`src/rtl/alarm_clock_pkg.sv`:
```
`default_nettype none
// ============================================================================
// Module   : alarm_clock_pkg
// Purpose  : Shared definitions for the alarm clock blocks: ring-controller
//            state encoding, BCD digit offsets of the 16-bit time bus, the
//            default clkin tick rate and a counter-width helper.
// Ports    : none (package)
// Revision : 1.0 - initial release
// ============================================================================
package alarm_clock_pkg;

    // Ring controller state encoding
    localparam logic [1:0] IDLE    = 2'd0;
    localparam logic [1:0] RINGING = 2'd1;
    localparam logic [1:0] SNOOZE  = 2'd2;

    typedef enum logic [1:0] {
        ST_IDLE    = IDLE,
        ST_RINGING = RINGING,
        ST_SNOOZE  = SNOOZE
    } alarm_state_t;

    // Time bus layout: {hr_tens, hr_units, min_tens, min_units}
    localparam int unsigned BCD_DIGIT_W   = 4;
    localparam int unsigned HR_TENS_LSB   = 12;
    localparam int unsigned HR_UNITS_LSB  = 8;
    localparam int unsigned MIN_TENS_LSB  = 4;
    localparam int unsigned MIN_UNITS_LSB = 0;

    // clkin cycles per second in the production build
    localparam int unsigned DEF_TICKS_PER_SEC = 100;

    // Bits needed to count 0..n-1, never less than one bit
    function automatic int unsigned cnt_width(input int unsigned n);
        return (n <= 1) ? 1 : $clog2(n);
    endfunction

endpackage
`default_nettype wire

```
`src/rtl/alarm_ring_controller_if.sv`:
```
`default_nettype none
// ============================================================================
// Module   : alarm_ring_controller_if
// Purpose  : Signal bundle between the clock front end (mode FSM, time and
//            alarm registers, debounced buttons) and the ring controller.
// Ports    : master - drives run/alarm_arm/time_bcd/alarm_bcd/dismiss/snooze,
//                     observes ringing/snoozing/buzzer/alarm_led/snooze_cnt
//            slave  - the ring controller side (mirror of master)
// Revision : 1.0 - initial release
// ============================================================================
interface alarm_ring_controller_if;

    logic        run;
    logic        alarm_arm;
    logic [15:0] time_bcd;
    logic [15:0] alarm_bcd;
    logic        dismiss;
    logic        snooze;
    logic        ringing;
    logic        snoozing;
    logic        buzzer;
    logic [3:0]  alarm_led;
    logic [1:0]  snooze_cnt;

    modport master (
        output run, alarm_arm, time_bcd, alarm_bcd, dismiss, snooze,
        input  ringing, snoozing, buzzer, alarm_led, snooze_cnt
    );

    modport slave (
        input  run, alarm_arm, time_bcd, alarm_bcd, dismiss, snooze,
        output ringing, snoozing, buzzer, alarm_led, snooze_cnt
    );

endinterface
`default_nettype wire

```
`src/rtl/alarm_blink_gen.sv`:
```
`default_nettype none
// ============================================================================
// Module   : alarm_blink_gen
// Purpose  : Square-wave blink source. A counter runs 0..BLINK_TICKS-1 while
//            enabled and the phase output toggles each time it wraps. A
//            synchronous clear restarts the counter and loads CLR_PHASE so
//            the first visible half-period starts in a known phase.
// Ports    : clkin - clock
//            rst   - asynchronous active-high reset
//            en    - advance the blink counter
//            clr   - synchronous restart (wins over en)
//            phase - current blink phase
// Revision : 1.0 - initial release
// ============================================================================
module alarm_blink_gen
    import alarm_clock_pkg::*;
#(
    parameter int unsigned BLINK_TICKS = 25,
    parameter logic        CLR_PHASE   = 1'b1
) (
    input  logic clkin,
    input  logic rst,
    input  logic en,
    input  logic clr,
    output logic phase
);

    localparam int unsigned        CNT_W    = cnt_width(BLINK_TICKS);
    localparam logic [CNT_W-1:0]   CNT_LAST = CNT_W'(BLINK_TICKS - 1);

    logic [CNT_W-1:0] r_cnt;
    logic             r_phase;

    always_ff @(posedge clkin or posedge rst) begin
        if (rst) begin
            r_cnt   <= '0;
            r_phase <= 1'b0;
        end else if (clr) begin
            r_cnt   <= '0;
            r_phase <= CLR_PHASE;
        end else if (en) begin
            if (r_cnt == CNT_LAST) begin
                r_cnt   <= '0;
                r_phase <= ~r_phase;
            end else begin
                r_cnt <= r_cnt + 1'b1;
            end
        end
    end

    assign phase = r_phase;

endmodule
`default_nettype wire

```
`src/rtl/alarm_ring_controller.sv`:
```
`default_nettype none
// ============================================================================
// Module   : alarm_ring_controller
// Purpose  : Fires the alarm on the rising edge of (time == alarm) while the
//            clock is running and armed, then rings the buzzer and blinks the
//            LEDs until dismissed, disarmed or timed out. With snooze built
//            in, a snooze press parks the alarm for SNOOZE_SEC seconds and
//            re-rings, up to MAX_SNOOZE times per alarm event.
// Config   : ALARM_SNOOZE_EN - define to build the snooze feature; when
//            undefined the snooze input is ignored and snoozing/snooze_cnt
//            read 0.
// Ports    : clkin - divided system clock
//            rst   - asynchronous active-high reset
//            bus   - alarm_ring_controller_if.slave
//                    in : run, alarm_arm, time_bcd, alarm_bcd, dismiss, snooze
//                    out: ringing, snoozing, buzzer, alarm_led, snooze_cnt
// Revision : 1.0 - initial release
// ============================================================================
module alarm_ring_controller
    import alarm_clock_pkg::*;
#(
    parameter int unsigned TICKS_PER_SEC = DEF_TICKS_PER_SEC,
    parameter int unsigned BLINK_TICKS   = 25,
    parameter int unsigned RING_SEC      = 60,
    parameter int unsigned SNOOZE_SEC    = 300,
    parameter int unsigned MAX_SNOOZE    = 3
) (
    input  logic                    clkin,
    input  logic                    rst,
    alarm_ring_controller_if.slave  bus
);

    // One tick counter serves both the ring and the snooze interval
    localparam int unsigned TMR_SEC = (RING_SEC > SNOOZE_SEC) ? RING_SEC : SNOOZE_SEC;
    localparam int unsigned TMR_W   = cnt_width(TMR_SEC * TICKS_PER_SEC);
    localparam logic [TMR_W-1:0] RING_LAST = TMR_W'(RING_SEC * TICKS_PER_SEC - 1);

    alarm_state_t     r_state;
    logic             r_ringing;
    logic [TMR_W-1:0] r_timer;
    logic             r_match_q;
    logic             w_match;
    logic             w_trigger;
    logic             w_phase;

`ifdef ALARM_SNOOZE_EN
    localparam logic [TMR_W-1:0] SNOOZE_LAST = TMR_W'(SNOOZE_SEC * TICKS_PER_SEC - 1);

    logic       r_snoozing;
    logic [1:0] r_snooze_cnt;
    logic       w_snooze_ok;

    assign w_snooze_ok = (32'(r_snooze_cnt) < MAX_SNOOZE);
`else
    logic w_unused;

    assign w_unused = bus.snooze | (MAX_SNOOZE == 0);
`endif

    // Raw 16-bit equality: both buses share the same BCD layout
    assign w_match   = (bus.time_bcd == bus.alarm_bcd);
    assign w_trigger = w_match & ~r_match_q & bus.run & bus.alarm_arm;

    always_ff @(posedge clkin or posedge rst) begin
        if (rst) begin
            r_state      <= ST_IDLE;
            r_ringing    <= 1'b0;
            r_timer      <= '0;
            r_match_q    <= 1'b0;
`ifdef ALARM_SNOOZE_EN
            r_snoozing   <= 1'b0;
            r_snooze_cnt <= 2'b00;
`endif
        end else begin
            r_match_q <= w_match;
            case (r_state)
                ST_IDLE: begin
                    if (w_trigger) begin
                        r_state      <= ST_RINGING;
                        r_ringing    <= 1'b1;
                        r_timer      <= '0;
`ifdef ALARM_SNOOZE_EN
                        r_snooze_cnt <= 2'b00;
`endif
                    end
                end

                ST_RINGING: begin
                    if (!bus.alarm_arm || bus.dismiss) begin
                        r_state   <= ST_IDLE;
                        r_ringing <= 1'b0;
`ifdef ALARM_SNOOZE_EN
                    end else if (bus.snooze && w_snooze_ok) begin
                        r_state    <= ST_SNOOZE;
                        r_ringing  <= 1'b0;
                        r_snoozing <= 1'b1;
                        r_timer    <= '0;
                        if (r_snooze_cnt != 2'b11) begin
                            r_snooze_cnt <= r_snooze_cnt + 1'b1;
                        end
`endif
                    end else if (r_timer == RING_LAST) begin
                        r_state   <= ST_IDLE;
                        r_ringing <= 1'b0;
                    end else if (r_timer != '1) begin
                        r_timer <= r_timer + 1'b1;
                    end
                end

`ifdef ALARM_SNOOZE_EN
                ST_SNOOZE: begin
                    if (!bus.alarm_arm || bus.dismiss) begin
                        r_state    <= ST_IDLE;
                        r_snoozing <= 1'b0;
                    end else if (r_timer == SNOOZE_LAST) begin
                        r_state    <= ST_RINGING;
                        r_ringing  <= 1'b1;
                        r_snoozing <= 1'b0;
                        r_timer    <= '0;
                    end else if (r_timer != '1) begin
                        r_timer <= r_timer + 1'b1;
                    end
                end
`endif

                default: begin
                    r_state   <= ST_IDLE;
                    r_ringing <= 1'b0;
`ifdef ALARM_SNOOZE_EN
                    r_snoozing <= 1'b0;
`endif
                end
            endcase
        end
    end

    // Held in clear whenever not ringing, so every entry into RINGING starts
    // with phase=1 and a fresh half-period (buzzer on in the first cycle).
    alarm_blink_gen #(
        .BLINK_TICKS (BLINK_TICKS),
        .CLR_PHASE   (1'b1)
    ) u_blink (
        .clkin (clkin),
        .rst   (rst),
        .en    (r_ringing),
        .clr   (~r_ringing),
        .phase (w_phase)
    );

    assign bus.ringing = r_ringing;
    assign bus.buzzer  = r_ringing & w_phase;

`ifdef ALARM_SNOOZE_EN
    assign bus.snoozing   = r_snoozing;
    assign bus.snooze_cnt = r_snooze_cnt;
    assign bus.alarm_led  = r_ringing  ? {4{w_phase}} :
                            r_snoozing ? 4'b0001      : 4'b0000;
`else
    assign bus.snoozing   = 1'b0;
    assign bus.snooze_cnt = 2'b00;
    assign bus.alarm_led  = r_ringing ? {4{w_phase}} : 4'b0000;
`endif

endmodule
`default_nettype wire

```
`src/flat_wrapper.sv`:
```
// flat-port wrapper written by rule: the top's interface ports become plain ports
module alarm_ring_controller_flat import alarm_clock_pkg::*;
#(
    parameter int unsigned TICKS_PER_SEC = DEF_TICKS_PER_SEC,
    parameter int unsigned BLINK_TICKS   = 25,
    parameter int unsigned RING_SEC      = 60,
    parameter int unsigned SNOOZE_SEC    = 300,
    parameter int unsigned MAX_SNOOZE    = 3
)
  (clkin, rst, bus_run, bus_alarm_arm, bus_time_bcd, bus_alarm_bcd, bus_dismiss, bus_snooze, bus_ringing, bus_snoozing, bus_buzzer, bus_alarm_led, bus_snooze_cnt);
  alarm_ring_controller_if bus_i ();
  input  logic clkin;
  input  logic rst;
  input wire logic [$bits(bus_i.run)-1:0] bus_run;
  input wire logic [$bits(bus_i.alarm_arm)-1:0] bus_alarm_arm;
  input wire logic [$bits(bus_i.time_bcd)-1:0] bus_time_bcd;
  input wire logic [$bits(bus_i.alarm_bcd)-1:0] bus_alarm_bcd;
  input wire logic [$bits(bus_i.dismiss)-1:0] bus_dismiss;
  input wire logic [$bits(bus_i.snooze)-1:0] bus_snooze;
  output wire logic [$bits(bus_i.ringing)-1:0] bus_ringing;
  output wire logic [$bits(bus_i.snoozing)-1:0] bus_snoozing;
  output wire logic [$bits(bus_i.buzzer)-1:0] bus_buzzer;
  output wire logic [$bits(bus_i.alarm_led)-1:0] bus_alarm_led;
  output wire logic [$bits(bus_i.snooze_cnt)-1:0] bus_snooze_cnt;
  assign bus_i.run = bus_run;
  assign bus_i.alarm_arm = bus_alarm_arm;
  assign bus_i.time_bcd = bus_time_bcd;
  assign bus_i.alarm_bcd = bus_alarm_bcd;
  assign bus_i.dismiss = bus_dismiss;
  assign bus_i.snooze = bus_snooze;
  assign bus_ringing = bus_i.ringing;
  assign bus_snoozing = bus_i.snoozing;
  assign bus_buzzer = bus_i.buzzer;
  assign bus_alarm_led = bus_i.alarm_led;
  assign bus_snooze_cnt = bus_i.snooze_cnt;
  alarm_ring_controller #(.TICKS_PER_SEC(TICKS_PER_SEC), .BLINK_TICKS(BLINK_TICKS), .RING_SEC(RING_SEC), .SNOOZE_SEC(SNOOZE_SEC), .MAX_SNOOZE(MAX_SNOOZE)) u_core (.clkin(clkin), .rst(rst), .bus(bus_i));
endmodule
```
`config.mk`:
```
export PLATFORM = sky130hd
export DESIGN_NAME = alarm_ring_controller_flat
export DESIGN_NICKNAME = d
export VERILOG_FILES = /design/src/rtl/alarm_clock_pkg.sv /design/src/rtl/alarm_ring_controller_if.sv /design/src/rtl/alarm_blink_gen.sv /design/src/rtl/alarm_ring_controller.sv /design/src/flat_wrapper.sv
export SDC_FILE = /design/constraint.sdc
export NUM_CORES = 1
export LEC_CHECK = 0
export BUFFER_PORTS_ARGS = -buffer_cell sky130_fd_sc_hd__buf_2
export CORE_MARGIN = 2
export CORE_UTILIZATION = 53
export CTS_BUF_LIST = sky130_fd_sc_hd__clkbuf_8
export DETAILED_ROUTE_END_ITERATION = 8
export PLACE_DENSITY = 0.82
export SLEW_MARGIN = 20
export SYNTH_ARGS = -nofsm -noshare
export SYNTH_HDL_FRONTEND = slang
export SYNTH_SLANG_ARGS = --single-unit
```
`constraint.sdc`:
```
create_clock -name clkin -period 2.3 [get_ports clkin]
set_input_delay 0.345 -clock clkin [delete_from_list [all_inputs] [get_ports clkin]]
set_output_delay 0.345 -clock clkin [all_outputs]
set_load 0.005 [all_outputs]
```
# Word level (Yosys, flattened, before mapping)
# Cells that the tools add are included.
[classes] n_addsub=2 eq_ne=11 mux=18 n_bitwise=6 n_reduce_logical=6
[ops] operator="$mux W15" n=4
[ops] operator="$pmux W15 S2" n=1
[ops] operator="$eq A16 B16 Y1" n=1
[ops] operator="$add A15 B1 Y15 const B" n=1
[ops] operator="$eq A15 B13 Y1 const B" n=1
[ops] operator="$ne A15 B15 Y1 const B" n=1
[ops] operator="$mux W5" n=2
[ops] operator="$mux W2" n=3
[ops] operator="$ne A2 B2 Y1 const B" n=3
[ops] operator="$add A5 B1 Y5 const B" n=1
[ops] operator="$eq A5 B5 Y1 const B" n=1
[ops] operator="$mux W1" n=5
[ops] operator="$reduce_and A5 Y1" n=1
[ops] operator="$and A1 B1 Y1" n=4
[ops] operator="$mux W4" n=1
[ops] operator="$ne A2 B1 Y1 const B" n=2
[ops] operator="$pmux W2 S2" n=1
[ops] operator="$ne A3 B1 Y1 const B" n=1
[ops] operator="$eq A2 B1 Y1 const B" n=1
[ops] operator="$logic_not A2 Y1" n=1
[ops] operator="$not A1 Y1" n=2
[ops] operator="$pmux W1 S2" n=1
[ops] operator="$reduce_and A2 Y1" n=1
[ops] operator="$reduce_bool A2 Y1" n=1
[ops] operator="other kinds (2)" n=2
[word_totals] regBits=25 input_bits=38 out_inout_bits=9 wordCells=49

# Logic depth before layout (Yosys ltp)
[logic_depth] word_depth=6 ltp_mapped=9

# Hierarchy
# A second synthesis with hierarchy kept.
[unflattened] hier_cells=179 area_unflattened_um2=1646.6
[modules_own_cells] mod="alarm_ring_controller" n_inst=1 cells_per_inst=143 area_per_inst_um2=1297.5
[modules_own_cells] mod="alarm_blink_gen" n_inst=1 cells_per_inst=36 area_per_inst_um2=349.1

# Worst setup path before layout
# OpenSTA, ideal clock, no wires.
[synth_path] kind="reg2reg" startpoint="reg u_core.r_timer[0]" endpoint="reg u_core.r_timer[11]" arrival_time_ns=1.854 t_required_ns=2.220 slack_ns=0.367 stages_incl_launch_ff=9 path_buffers=1 cell_sequence="dfrtp_1 -> ha_1 -> nand3_2 -> or4_4 -> nor2_8 -> a2bb2oi_4 -> buf_6 -> a21oi_2 -> o22ai_2"
[synth_via] elab_chain_cells=5 elab_cells_between_ends=10 classes_between="add/sub: 1; eq/ne: 4; mux: 4; reduce/logical: 1"
[synth_rtl] item="start, declared" line="alarm_ring_controller.sv:40" source="logic [TMR_W-1:0] r_timer;"
[synth_rtl] item="start signal, assigned" line="alarm_ring_controller.sv:106" source="r_timer <= r_timer + 1'b1;"
[synth_rtl] item="$add A15 B1 Y15" line="alarm_ring_controller.sv:106"
[synth_rtl] item="$mux W15" line="alarm_ring_controller.sv:105" source="end else if (r_timer != '1) begin"
[synth_rtl] item="$mux W15" line="alarm_ring_controller.sv:102" source="end else if (r_timer == RING_LAST) begin"
[synth_rtl] item="$mux W15" line="alarm_ring_controller.sv:89" source="if (!bus.alarm_arm || bus.dismiss) begin"
[synth_rtl] item="$pmux W15 S2" line="alarm_ring_controller.sv:76" source="case (r_state)"
# Parallel ways exist; a longest one is shown, timed or not. The select of a mux whose other input is x is not followed.
# A chain may end at the register's enable or synchronous reset.

# Worst setup path after layout
[layout_path] startpoint="reg u_core.r_timer[0]" endpoint="reg u_core.r_timer[2]"
# Same word-level chain as after synthesis.

==> flow_summary.html <==
<table>
<tr><th>Metric</th><th>Value</th></tr>
<tr><th colspan="2">Run status</th></tr>
<tr><td>Result of the run</td><td>finished clean</td></tr>
<tr><th colspan="2">GRT</th></tr>
<tr><td>Total gr overflow</td><td>0</td></tr>
<tr><td>Pin count of the biggest net entering global routing</td><td>24</td></tr>
<tr><td>Initial antenna violation count</td><td>0</td></tr>
<tr><td>Vias in the first global route</td><td>1245</td></tr>
<tr><td>Wire length of the first global-routing pass</td><td>5.11 mm</td></tr>
<tr><td>Tot GR Track Use</td><td>20.0%</td></tr>
<tr><th colspan="2">Clock network</th></tr>
<tr><td>Clk Tree Root Cell</td><td>sky130_fd_sc_hd__clkbuf_8</td></tr>
<tr><td>Number of buffers created by CTS</td><td>3</td></tr>
<tr><td>Total setup buffers inserted after CTS</td><td>0</td></tr>
<tr><td>Number of levels in the clock H-tree</td><td>1</td></tr>
<tr><td>Count of instances resized after the clock tree is built</td><td>0</td></tr>
<tr><td>Sinks on the clock net</td><td>23</td></tr>
<tr><td>Clock latency of the later-clocked register in the worst-skew pair</td><td>~270 ps</td></tr>
<tr><td>Clock transition time at the flip-flop clock pins of the worst setup and hold paths</td><td>approximately 90 ps</td></tr>
<tr><td>Maximum root-to-sink buffer count</td><td>2</td></tr>
<tr><td>Clock tree from TritonCTS</td><td>yes</td></tr>
<tr><td>Post-CTS Hold Buffers</td><td>0</td></tr>
<tr><th colspan="2">Critical path</th></tr>
<tr><td>Startpoint type of the worst setup path</td><td>flop</td></tr>
<tr><td>Timing startpoint of the critical path</td><td>u_core.r_timer[0]</td></tr>
<tr><td>Kind of critical path</td><td>flop to flop</td></tr>
<tr><td>Reg-to-Reg Start</td><td>u_core.r_timer[0]</td></tr>
<tr><td>Internal reg-to-reg setup slack</td><td>150 ps</td></tr>
<tr><td>Worst reg-to-reg path cell count</td><td>7</td></tr>
<tr><td>Worst setup path endpoint</td><td>u_core.r_timer[2]</td></tr>
<tr><td>Endpoint class of the critical path</td><td>flop</td></tr>
<tr><td>Worst reg2reg path endpoint</td><td>u_core.r_timer[2]</td></tr>
<tr><td>Req. time, crit path</td><td>2480 ps</td></tr>
<tr><td>Critical path fanouts, max</td><td>11</td></tr>
<tr><td>CP arrival</td><td>~2300 ps</td></tr>
<tr><th colspan="2">Placement</th></tr>
<tr><td>Global placer's final weighted congestion</td><td>0.840</td></tr>
<tr><td>Post-detail-place hpwl</td><td>2.33 mm</td></tr>
<tr><td>Worst-case setup slack after placement</td><td>between 150 and 200 ps</td></tr>
<tr><td>Area post-placement</td><td>between 1500 and 2000 µm²</td></tr>
<tr><td>Placed instance count</td><td>~240</td></tr>
<tr><td>Count of buffers from port buffering</td><td>42</td></tr>
<tr><th colspan="2">Synthesis</th></tr>
<tr><td>Dominant register cell in the synthesized netlist</td><td>sky130_fd_sc_hd__dfrtp_1</td></tr>
<tr><td>Post-synth EDFFs</td><td>0</td></tr>
<tr><td>Number of flip-flops and latches in the synthesized netlist</td><td>23</td></tr>
<tr><td>Warnings, synthesis</td><td>0</td></tr>
<tr><td>Post-synth cell types</td><td>47</td></tr>
<tr><td>Async set or reset register ratio after synthesis</td><td>100%</td></tr>
<tr><td>Post-synthesis instance area</td><td>roughly 1500 µm²</td></tr>
<tr><td>Part of the Yosys area used for sequential elements</td><td>between 30 and 40%</td></tr>
<tr><td>Avg Cell Area, Syn</td><td>9.08 µm²</td></tr>
<tr><td>Cell count after synthesis</td><td>169</td></tr>
<tr><th colspan="2">Detailed routing</th></tr>
<tr><td>Number of remaining DRC errors</td><td>0</td></tr>
<tr><td>Post-detailed-route count of antenna-violating nets</td><td>0</td></tr>
<tr><td>Detail-routed via count per cell</td><td>5.46</td></tr>
<tr><td>Number of optimization iterations in the first detailed-route pass</td><td>4</td></tr>
<tr><td>Post-route met1 wirelength</td><td>between 1 and 1.5 mm</td></tr>
<tr><td>Wire length after detailed routing</td><td>3.00 mm</td></tr>
<tr><td>Top metal layer carrying routed signals</td><td>met4</td></tr>
<tr><td>DRC violation total after the first TritonRoute iteration</td><td>46</td></tr>
<tr><td>Metal3 WL</td><td>189 µm</td></tr>
<tr><td>Metal2 WL</td><td>1.38 mm</td></tr>
<tr><td>Via count of the routed design</td><td>1316</td></tr>
<tr><td>DR WL/cell</td><td>12.5 µm</td></tr>
<tr><th colspan="2">Final layout</th></tr>
<tr><td>Util after Layout</td><td>between 60% and 70%</td></tr>
<tr><td>Share of final-layout standard cells stronger than drive strength 1</td><td>31.0%</td></tr>
<tr><td>Area overhead of the layout relative to synthesis</td><td>16.1%</td></tr>
<tr><td>Final-stage net count</td><td>~250</td></tr>
<tr><td>Commonest cells after routing, fill and taps aside</td><td>42 x sky130_fd_sc_hd__buf_2, 23 x sky130_fd_sc_hd__dfrtp_1, 18 x sky130_fd_sc_hd__nand2_1, 17 x sky130_fd_sc_hd__xnor2_1</td></tr>
<tr><td>Number of antenna diodes</td><td>0</td></tr>
<tr><td>Most common library cell in the layout ignoring fill and taps</td><td>sky130_fd_sc_hd__buf_2</td></tr>
<tr><td>Area of all placed cells without fillers</td><td>1780 µm²</td></tr>
<tr><td>Non-filler instance count after layout</td><td>241</td></tr>
<tr><td>Fillers</td><td>250</td></tr>
<tr><th colspan="2">Power and ir drop</th></tr>
<tr><td>Design Power</td><td>742 µW</td></tr>
<tr><td>Maximum vdd ir drop</td><td>0.358 mV</td></tr>
<tr><td>Leakage power total</td><td>roughly 0.83 nW</td></tr>
<tr><td>Power per unit of standard cell area</td><td>416 nW/µm²</td></tr>
<tr><th colspan="2">Timing</th></tr>
<tr><td>Relative slew margins</td><td>between 60 and 70%</td></tr>
<tr><td>Worst setup slack after layout</td><td>about 150 ps</td></tr>
<tr><td>Maximum frequency from static timing analysis</td><td>466 MHz</td></tr>
<tr><td>Endpoints failing hold</td><td>0</td></tr>
<tr><td>Number of pins with negative max-slew slack in the final report</td><td>0</td></tr>
<tr><td>Final critical-path required period</td><td>2150 ps</td></tr>
<tr><td>Worst-case hold slack</td><td>roughly 94 ps</td></tr>
<tr><td>Unrepaired setup endpoints after global routing</td><td>false</td></tr>
<tr><td>Final-report setup violation count</td><td>0</td></tr>
<tr><td>Total negative slack for setup checks</td><td>0 ps</td></tr>
<tr><td>Final clock skew</td><td>4.12 ps</td></tr>
<tr><td>Worst Max-Slew Pin Slew</td><td>492 ps</td></tr>
<tr><td>Fin crit share</td><td>93.3%</td></tr>
<tr><th colspan="2">Die</th></tr>
<tr><td>Rows</td><td>19</td></tr>
<tr><td>Top-level port count</td><td>47</td></tr>
<tr><td>Die Y</td><td>roughly 58 µm</td></tr>
<tr><td>Area of the die</td><td>3340 µm²</td></tr>
<tr><td>Floorplan Core Area</td><td>2760 µm²</td></tr>
<tr><td>Horizontal extent of the die</td><td>~58 µm</td></tr>
<tr><td>Starting utilization of the core area</td><td>55.7%</td></tr>
<tr><th colspan="2">Min path</th></tr>
<tr><td>HP Class</td><td>input pin to async pin</td></tr>
<tr><th colspan="2">Flow run</th></tr>
<tr><td>Maximum capacitance violations</td><td>0</td></tr>
</table>
cell usage after synthesis, types with 2 or more instances:
cell / count / area (µm²)
sky130_fd_sc_hd__buf_4: 7 / 52.6
sky130_fd_sc_hd__nand3_1: 9 / 45.0
sky130_fd_sc_hd__dfrtp_1: 23 / 576
sky130_fd_sc_hd__o31ai_1: 2 / 15.0
sky130_fd_sc_hd__a21oi_1: 7 / 35.0
sky130_fd_sc_hd__and3_1: 2 / 12.5
sky130_fd_sc_hd__nor3_1: 4 / 20.0
sky130_fd_sc_hd__ha_1: 3 / 37.5
sky130_fd_sc_hd__nand2_1: 18 / 67.6
sky130_fd_sc_hd__buf_2: 2 / 10.0
sky130_fd_sc_hd__inv_1: 10 / 37.5
sky130_fd_sc_hd__nand2b_1: 2 / 12.5
sky130_fd_sc_hd__nand4_1: 7 / 43.8
sky130_fd_sc_hd__buf_6: 2 / 22.5
sky130_fd_sc_hd__or3_1: 2 / 12.5
sky130_fd_sc_hd__xor2_1: 3 / 26.3
sky130_fd_sc_hd__o21ai_1: 9 / 45.0
sky130_fd_sc_hd__a31oi_1: 3 / 18.8
sky130_fd_sc_hd__nor2_1: 10 / 37.5
sky130_fd_sc_hd__xnor2_1: 17 / 149
cell families after synthesis:
| family | count (synthesis) | synth area share (%) |
|---|---|---|
| xor gates and xnor gates | 20 | 11.4 |
| and+or+nand+nor | 70 | 25.8 |
| DFF | 23 | 37.5 |
| buffers and inverters | 21 | 7.99 |
| AOI/OAI and AO/OA | 31 | 14.6 |
| adders and majority gates | 3 | 2.45 |
| other | 1 | 0.244 |
worst max-delay path: stages (launching register included):
cell	delay, ps
sky130_fd_sc_hd__dfrtp_1	400
sky130_fd_sc_hd__ha_1	230
sky130_fd_sc_hd__nand3_2	120
sky130_fd_sc_hd__or4_4	610
sky130_fd_sc_hd__nor2_8	170
sky130_fd_sc_hd__a2bb2oi_4	320
sky130_fd_sc_hd__o21ai_1	120
sky130_fd_sc_hd__o31ai_1	80
state kept, by name (all words and copies together), names as in the netlist:
register and flops:
u_core.r_timer 15, u_core.u_blink.r_cnt 5, u_core.u_blink.phase 1, u_core.r_state 1
u_core.r_match_q 1
routing by layer:
metal | vias to the layer above | GRT usage (%)
li1 | 663 | -
met4 | 0 | 11.0
met3 | 4 | 2.01
met2 | 52 | 33.6
met5 | - | 0
met1 | 597 | 25.1
how the worst min path moves through the flow:
| stage | startpoint | to | slack (ps) |
|---|---|---|---|
| detailed placement | rst | u_core.r_timer[10] | 400 |
| global placement | rst | u_core.r_timer[10] | 400 |
| floorplan | rst | u_core.r_match_q | 350 |
| CTS | rst | u_core.u_blink.r_cnt[4] | 100 |
| global route | rst | u_core.u_blink.r_cnt[4] | 130 |
| finish | rst | u_core.u_blink.r_cnt[4] | 90 |
report_power, final:
part           leakage (nW)  internal (mW)  switching (mW)
Combinational         0.509         0.0431          0.0321
Clock                0.0255          0.121           0.141
Sequential            0.295          0.404       0.0000811
Total                 0.830          0.569           0.173
area by class of cell:
class                           instances  area [µm²]  share of cell area, %
Clock buffer                            3        41.3                   2.32
Sequential cell                        23         576                   32.3
Timing Repair Buffer                   46         240                   13.5
Multi-Input combinational cell        127         845                   47.4
Inverter                               10        37.5                   2.11
Clock inverter                          1        5.00                  0.281
Tap cell                               31        38.8                   2.18
No activity file was read; power rests on OpenSTA's default activity.
